$ cat config.mk
export PLATFORM = sky130hd
export DESIGN_NAME = sync_queue_flat
export DESIGN_NICKNAME = d
export VERILOG_FILES = /design/src/rtl/sync_queue_if.sv /design/src/rtl/sync_queue.sv /design/src/flat_wrapper.sv
export SDC_FILE = /design/constraint.sdc
export NUM_CORES = 1
export LEC_CHECK = 0
export CORE_AREA = 3 3 155 142
export CTS_CLUSTER_SIZE = 14
export DETAILED_ROUTE_END_ITERATION = 6
export DIE_AREA = 0 0 158 145
export GPL_TIMING_DRIVEN = 0
export PLACE_DENSITY = 0.75
export RECOVER_POWER = 50
export SETUP_SLACK_MARGIN = 0.4
export SLEW_MARGIN = 10
export SYNTH_ARGS = -nofsm -noshare
export SYNTH_HDL_FRONTEND = slang
export SYNTH_SLANG_ARGS = --single-unit
$ cat constraint.sdc
create_clock -name Clk -period 3.17 [get_ports Clk]
set_clock_uncertainty 0.1 [all_clocks]
set_input_delay 0.4755 -clock Clk [delete_from_list [all_inputs] [get_ports Clk]]
set_output_delay 0.4755 -clock Clk [all_outputs]
set_load 0.02 [all_outputs]
$ cat src/rtl/sync_queue_if.sv
// Push/pop bus between a producer/consumer pair and sync_queue.
// The AlFull/AlEmpty signals exist only when QUEUE_ALMOST_EN is defined.
interface sync_queue_if #(
  parameter int bitPerWord  = 8,
  parameter int bitOfColumn = 5
);
  logic                   Push;
  logic [bitPerWord-1:0]  DataIn;
  logic                   Pop;
  logic                   Clr;
  logic [bitPerWord-1:0]  DataOut;
  logic                   DataValid;
  logic [bitOfColumn:0]   Count;
  logic                   Empty;
  logic                   Full;
  logic                   Overflow;
  logic                   Underflow;
`ifdef QUEUE_ALMOST_EN
  logic                   AlFull;
  logic                   AlEmpty;
`endif

  // Producer/consumer side
  modport master (
    output Push, DataIn, Pop, Clr,
    input  DataOut, DataValid, Count, Empty, Full, Overflow, Underflow
`ifdef QUEUE_ALMOST_EN
    , input AlFull, AlEmpty
`endif
  );

  // Queue side
  modport slave (
    input  Push, DataIn, Pop, Clr,
    output DataOut, DataValid, Count, Empty, Full, Overflow, Underflow
`ifdef QUEUE_ALMOST_EN
    , output AlFull, AlEmpty
`endif
  );
endinterface

$ cat src/rtl/sync_queue.sv
// Synchronous FIFO of 2^bitOfColumn words with registered read, occupancy count and sticky
// error flags. Optional almost-full/almost-empty flags are enabled by QUEUE_ALMOST_EN.
module sync_queue #(
  parameter int bitPerWord  = 8,
  parameter int bitOfColumn = 5
`ifdef QUEUE_ALMOST_EN
  ,
  parameter int alFullTh    = 28,
  parameter int alEmptyTh   = 4
`endif
) (
  input  logic            Clk,
  input  logic            Rst_n,
  sync_queue_if.slave     q
);

  localparam logic [bitOfColumn:0]   DEPTH_C = {1'b1, {bitOfColumn{1'b0}}};
  localparam logic [bitOfColumn-1:0] PTR_ONE = {{(bitOfColumn-1){1'b0}}, 1'b1};
  localparam logic [bitOfColumn:0]   CNT_ONE = {{bitOfColumn{1'b0}}, 1'b1};

  logic [bitPerWord-1:0]  mem_q [2**bitOfColumn];

  logic [bitOfColumn-1:0] wr_ptr_q, wr_ptr_d;
  logic [bitOfColumn-1:0] rd_ptr_q, rd_ptr_d;
  logic [bitOfColumn:0]   count_q, count_d;
  logic                   empty_q, empty_d;
  logic                   full_q, full_d;
  logic [bitPerWord-1:0]  data_out_q;
  logic                   data_valid_q, data_valid_d;
  logic                   overflow_q, overflow_d;
  logic                   underflow_q, underflow_d;

  logic                   push_acc;
  logic                   pop_acc;
  logic                   wr_en;

  // A full queue still accepts a push when a pop frees a slot in the same cycle;
  // an empty queue never forwards the incoming word straight to the output.
  assign push_acc = q.Push & (~full_q | q.Pop);
  assign pop_acc  = q.Pop & ~empty_q;
  assign wr_en    = Rst_n & ~q.Clr & push_acc;

  always_comb begin
    wr_ptr_d     = wr_ptr_q;
    rd_ptr_d     = rd_ptr_q;
    count_d      = count_q;
    data_valid_d = 1'b0;
    overflow_d   = overflow_q;
    underflow_d  = underflow_q;

    if (q.Clr) begin
      wr_ptr_d = '0;
      rd_ptr_d = '0;
      count_d  = '0;
    end else begin
      if (push_acc) wr_ptr_d = wr_ptr_q + PTR_ONE;
      if (pop_acc)  rd_ptr_d = rd_ptr_q + PTR_ONE;
      data_valid_d = pop_acc;

      case ({push_acc, pop_acc})
        2'b10:   count_d = count_q + CNT_ONE;
        2'b01:   count_d = count_q - CNT_ONE;
        default: count_d = count_q;
      endcase

      if (q.Push & ~push_acc) overflow_d  = 1'b1;
      if (q.Pop & ~pop_acc)   underflow_d = 1'b1;
    end

    empty_d = (count_d == '0);
    full_d  = (count_d == DEPTH_C);
  end

  // Storage has no reset so it can map onto block RAM.
  always_ff @(posedge Clk) begin
    if (wr_en) mem_q[wr_ptr_q] <= q.DataIn;
  end

  always_ff @(posedge Clk) begin
    if (!Rst_n) begin
      wr_ptr_q     <= '0;
      rd_ptr_q     <= '0;
      count_q      <= '0;
      empty_q      <= 1'b1;
      full_q       <= 1'b0;
      data_out_q   <= '0;
      data_valid_q <= 1'b0;
      overflow_q   <= 1'b0;
      underflow_q  <= 1'b0;
    end else begin
      wr_ptr_q     <= wr_ptr_d;
      rd_ptr_q     <= rd_ptr_d;
      count_q      <= count_d;
      empty_q      <= empty_d;
      full_q       <= full_d;
      data_valid_q <= data_valid_d;
      overflow_q   <= overflow_d;
      underflow_q  <= underflow_d;
      // Read sees the pre-write word, so a full push+pop returns the oldest entry.
      if (pop_acc && !q.Clr) data_out_q <= mem_q[rd_ptr_q];
    end
  end

  assign q.DataOut   = data_out_q;
  assign q.DataValid = data_valid_q;
  assign q.Count     = count_q;
  assign q.Empty     = empty_q;
  assign q.Full      = full_q;
  assign q.Overflow  = overflow_q;
  assign q.Underflow = underflow_q;

`ifdef QUEUE_ALMOST_EN
  localparam logic [bitOfColumn:0] AL_FULL_TH  = (bitOfColumn+1)'(alFullTh);
  localparam logic [bitOfColumn:0] AL_EMPTY_TH = (bitOfColumn+1)'(alEmptyTh);

  logic al_full_q;
  logic al_empty_q;

  always_ff @(posedge Clk) begin
    if (!Rst_n) begin
      al_full_q  <= 1'b0;
      al_empty_q <= 1'b1;
    end else begin
      al_full_q  <= (count_d >= AL_FULL_TH);
      al_empty_q <= (count_d <= AL_EMPTY_TH);
    end
  end

  assign q.AlFull  = al_full_q;
  assign q.AlEmpty = al_empty_q;
`endif

endmodule

$ cat src/flat_wrapper.sv
// flat-port wrapper written by rule: the top's interface ports become plain ports
module sync_queue_flat 
#(
  parameter int bitPerWord  = 8,
  parameter int bitOfColumn = 5

)
  (Clk, Rst_n, q_Push, q_DataIn, q_Pop, q_Clr, q_DataOut, q_DataValid, q_Count, q_Empty, q_Full, q_Overflow, q_Underflow);
  sync_queue_if #(.bitPerWord(bitPerWord), .bitOfColumn(bitOfColumn)) q_i ();
  input  logic Clk;
  input  logic Rst_n;
  input wire logic [$bits(q_i.Push)-1:0] q_Push;
  input wire logic [$bits(q_i.DataIn)-1:0] q_DataIn;
  input wire logic [$bits(q_i.Pop)-1:0] q_Pop;
  input wire logic [$bits(q_i.Clr)-1:0] q_Clr;
  output wire logic [$bits(q_i.DataOut)-1:0] q_DataOut;
  output wire logic [$bits(q_i.DataValid)-1:0] q_DataValid;
  output wire logic [$bits(q_i.Count)-1:0] q_Count;
  output wire logic [$bits(q_i.Empty)-1:0] q_Empty;
  output wire logic [$bits(q_i.Full)-1:0] q_Full;
  output wire logic [$bits(q_i.Overflow)-1:0] q_Overflow;
  output wire logic [$bits(q_i.Underflow)-1:0] q_Underflow;
  assign q_i.Push = q_Push;
  assign q_i.DataIn = q_DataIn;
  assign q_i.Pop = q_Pop;
  assign q_i.Clr = q_Clr;
  assign q_DataOut = q_i.DataOut;
  assign q_DataValid = q_i.DataValid;
  assign q_Count = q_i.Count;
  assign q_Empty = q_i.Empty;
  assign q_Full = q_i.Full;
  assign q_Overflow = q_i.Overflow;
  assign q_Underflow = q_i.Underflow;
  sync_queue #(.bitPerWord(bitPerWord), .bitOfColumn(bitOfColumn)) u_core (.Clk(Clk), .Rst_n(Rst_n), .q(q_i));
endmodule
==> impl_metrics.yaml <==
status:
  status: "finished with violations"
  violations: "max-capacitance violations, max-slew violations"
pwr:
  p_comb_share_pct: 2.8
  p_clk_share_pct: 44.9
  net-switching-power_mw: 1.508
  vdd_ir_drop_max_mv: 0.3622
  seqPwrFrac_pct: 52.3
  power_density_nw_per_um2: 603.1
  swShare_pct: 19.19
  p_int_mw: 6.348
  leakage_nw: 4.099
worst_setup_path:
  critPathMaxFanout: 3
  max_stage_delay_ps: 380
  required_ps: 3540
  worstSetupPathType: "reg2reg"
  endpoint_kind: "flip-flop"
  cp.arrival_ps: 3120
  cp-start-kind: "flip-flop"
  cpMaxStageDelayCell: "or3b_1"
  path_cells: "nand2b_2 -> and2_0 -> buf_8 -> inv_4 -> ha_4 -> buf_6 -> xor2_1 -> ha_2 -> a21oi_2 -> or3b_1 -> a31oi_1 -> xnor2_1 -> o2111ai_2 -> a21boi_1"
placement:
  hpwl_um: 14650
  dpl_cell_area_um2: 11930
  dp_slack_ps: -537.0
  gp_routability_congestion: 0.9063
  portBuffers: 31
detailed_routing:
  route.met3.wl_um: 1513
  vias: 5710
  routed_wl_um: 23270
  wire_per_inst_um: 24.73
  postRouteAntennaNets: 0
  vias_per_cell: 6.068
  drtPass1Iterations: 5
  wl_met2_um: 11650
  drt-met1-wl_um: 9340
  drc: 0
  drt-initial-drc-count: 420
  maxUsedRoutingLayer: "met4"
synthesis:
  synthCells: 589
  synth_seq_area_share_pct: 73.37
  yosys.area.top_type_share_pct: 68.22
  netlist_area_um2: 11270
  yosys-top-cells-area: "edfxtp_1 (68%), mux4_2 (14%), dfxtp_1 (5.2%)"
  ys_warn_count: 0
  yosysTopAreaCell: "edfxtp_1"
  synth-seq-cells: 285
  ys_types: 42
  synth_fp_nets: 610
  syn_area_per_cell_um2: 19.13
sta:
  setup_viol: 0
  max_slew_margin_pct: -4.584
  layout_min_cycle_time_ps: 2749
  max_freq_ghz: 0.3638
  drv_slew: 65
  tightest_slew_ps: 1569
  rsz0062_at_grt: "true"
  layout_setup_ws_ps: 421.1
  timing.final.crit_share_pct: 86.72
  finalHoldViolations: 0
die:
  initial_utilization_pct: 54.75
  io_pins: 32
  die_h_um: 145
  die_w_um: 158
  die_area_um2: 22910
  row_count: 50
  core_area_um2: 20580
grt:
  first_global_vias: 5879
  overflow: 0
  grt_pass1_wl_um: 35300
  antenna_found_initial: 0
  grt_start_max_net_pins: 33
  grt.total_usage_pct: 20.56
clocking:
  htree_levels: 1
  cts_tree: "done"
  cts_made_buffers: 28
  clk_pin_slew_ps: 60
  cts.sinks: 285
  ctsHoldBuffers: 0
  clk_latency_ps: 540
  cts-root-buf: "clkbuf_16"
  cts_buffer_depth: 3
min_path:
  hp-class: "in2reg"
final_layout:
  n_fill_cell: 1350
  fin_area_um2: 13030
  syn_to_final_growth_pct: 15.60
  final_nets: 680
  num_antenna_cells: 0
  final_layout_size_suffix_gt1_share_pct: 23.79
run:
  drv_cap: 2
-- flip-flops by register name, indices dropped and copies added, names as in the netlist --
name and cells:
u_core.q.Full 1, u_core.rd_ptr_q 5, u_core.wr_ptr_q 5, u_core.q.DataOut 8
u_core.q.Overflow 1, u_core.q.DataValid 1, u_core.q.Underflow 1, u_core.q.Empty 1
u_core.q.Count 6, u_core.mem_q 256
-- worst paths after layout --
kind | start | end | slack, ps | cells past startpoint
min reg2reg | u_core.q.DataOut[1] | u_core.q.DataOut[1] | 350 | 2
max reg2reg | u_core.q.Full | u_core.q.Full | 420 | 14
min | q_Pop | u_core.q.Underflow | 300 | 3
max | u_core.q.Full | u_core.q.Full | 420 | 14
-- synthesized netlist by cell type (all sizes together) --
cell and count:
edfxtp 256, mux4 72, nor2 59, dfxtp 29, nand2 23, clkbuf 18, mux2 15, buf 10
ha 8, o31ai 8, xor2 8, inv 7, nor2b 7, o22ai 7, a21oi 6, nand4 6
o21ai 6, nand3 5, xnor2 5, and2 4, nand2b 4, nor3b 3, a21boi 2, a21o 2
a22oi 2, a31oi 2, mux2i 2, nor3 2, o2111ai 2, a2111oi 1, a22o 1, a311oi 1
a32oi 1, and3b 1, nand3b 1, o21a 1, or3b 1, or4b 1
-- metal layers --
layer	GRT usage, %	vias to the layer above
li1	-	2507
met1	29.18	2947
met2	32.99	208
met3	3.668	48
met4	6.323	0
met5	0	-
-- cells by family after synthesis --
group / count (synthesis) / share of synthesized area, %
buffers and inverters: 35 / 1.443
AO/OA/AOI/OAI: 42 / 2.498
multiplexers: 89 / 16.07
flip-flops: 285 / 73.37
adder cells (fa/ha/maj): 8 / 0.8883
AND/OR/NAND/NOR: 117 / 4.719
XOR/XNOR: 13 / 1.010
-- power by group through the flow --
| stage | registers, mW | clock network (mW) | logic, mW |
|---|---|---|---|
| final | 4.11 | 3.53 | 0.219 |
| after global routing | 4.11 | 3.75 | 0.234 |
| after CTS | 4.11 | 3.58 | 0.219 |
| after detailed placement | 4.19 | 0 | 0.213 |
| after global placement | 4.19 | 0 | 0.203 |
| after floorplan | 4.19 | 0 | 0.0946 |
-- layout by cell type (no fill, tap or decap), types with 7 or more instances in the layout --
cell,n
edfxtp_1,256
mux4_2,72
nor2_1,59
dfxtp_1,29
clkbuf_16,28
nand2_1,23
clkbuf_1,22
dlygate4sd3_1,16
mux2_2,12
clkdlybuf4s50_1,10
clkinv_2,9
xor2_1,8
o31ai_1,8
buf_4,8
o22ai_1,7
-- stage by stage --
stage	std cells	power, mW	hold slack, ps	utilization [%]	setup TNS, ps
CTS	938	7.912	289.3	63.20	0
floorplan	589	4.288	420.6	-	0
global placement	880	4.393	344.8	57.96	-906.2
finish	941	7.856	299.0	63.29	0
global route	941	8.093	331.7	63.29	0
detailed placement	880	4.404	343.3	57.96	-1542
-- cell type report --
cell class / count / area, um2 / area share, %
Buffer: 28 / 161.4 / 1.239
Clock buffer: 36 / 790.8 / 6.071
Clock inverter: 16 / 220.2 / 1.691
Inverter: 7 / 28.78 / 0.2209
Multi-Input combinational cell: 269 / 2875 / 22.07
Sequential cell: 285 / 8268 / 63.47
Tap cell: 260 / 325.3 / 2.497
Timing Repair Buffer: 40 / 356.6 / 2.737
-- worst max-delay path: cells and delay by family (launching register included) --
family / cells / cell delay [ps]
AOI/OAI and AO/OA: 4 / 590
xor gates and xnor gates: 2 / 350
adders and majority gates: 2 / 380
buffers and inverters: 3 / 290
DFF: 1 / 320
and+or+nand+nor: 3 / 650
-- what timing repair did --
| action | 4_1_cts | 5_1_grt |
|---|---|---|
| hold endpoints to repair | 0 | 0 |
| pin swaps | 3 | 9 |
| buffers inserted | 6 | 3 |
| endpoints found under the setup margin | 4 | 7 |
| gates resized for setup | 7 | 12 |
Power figures use the tool's default switching activity.
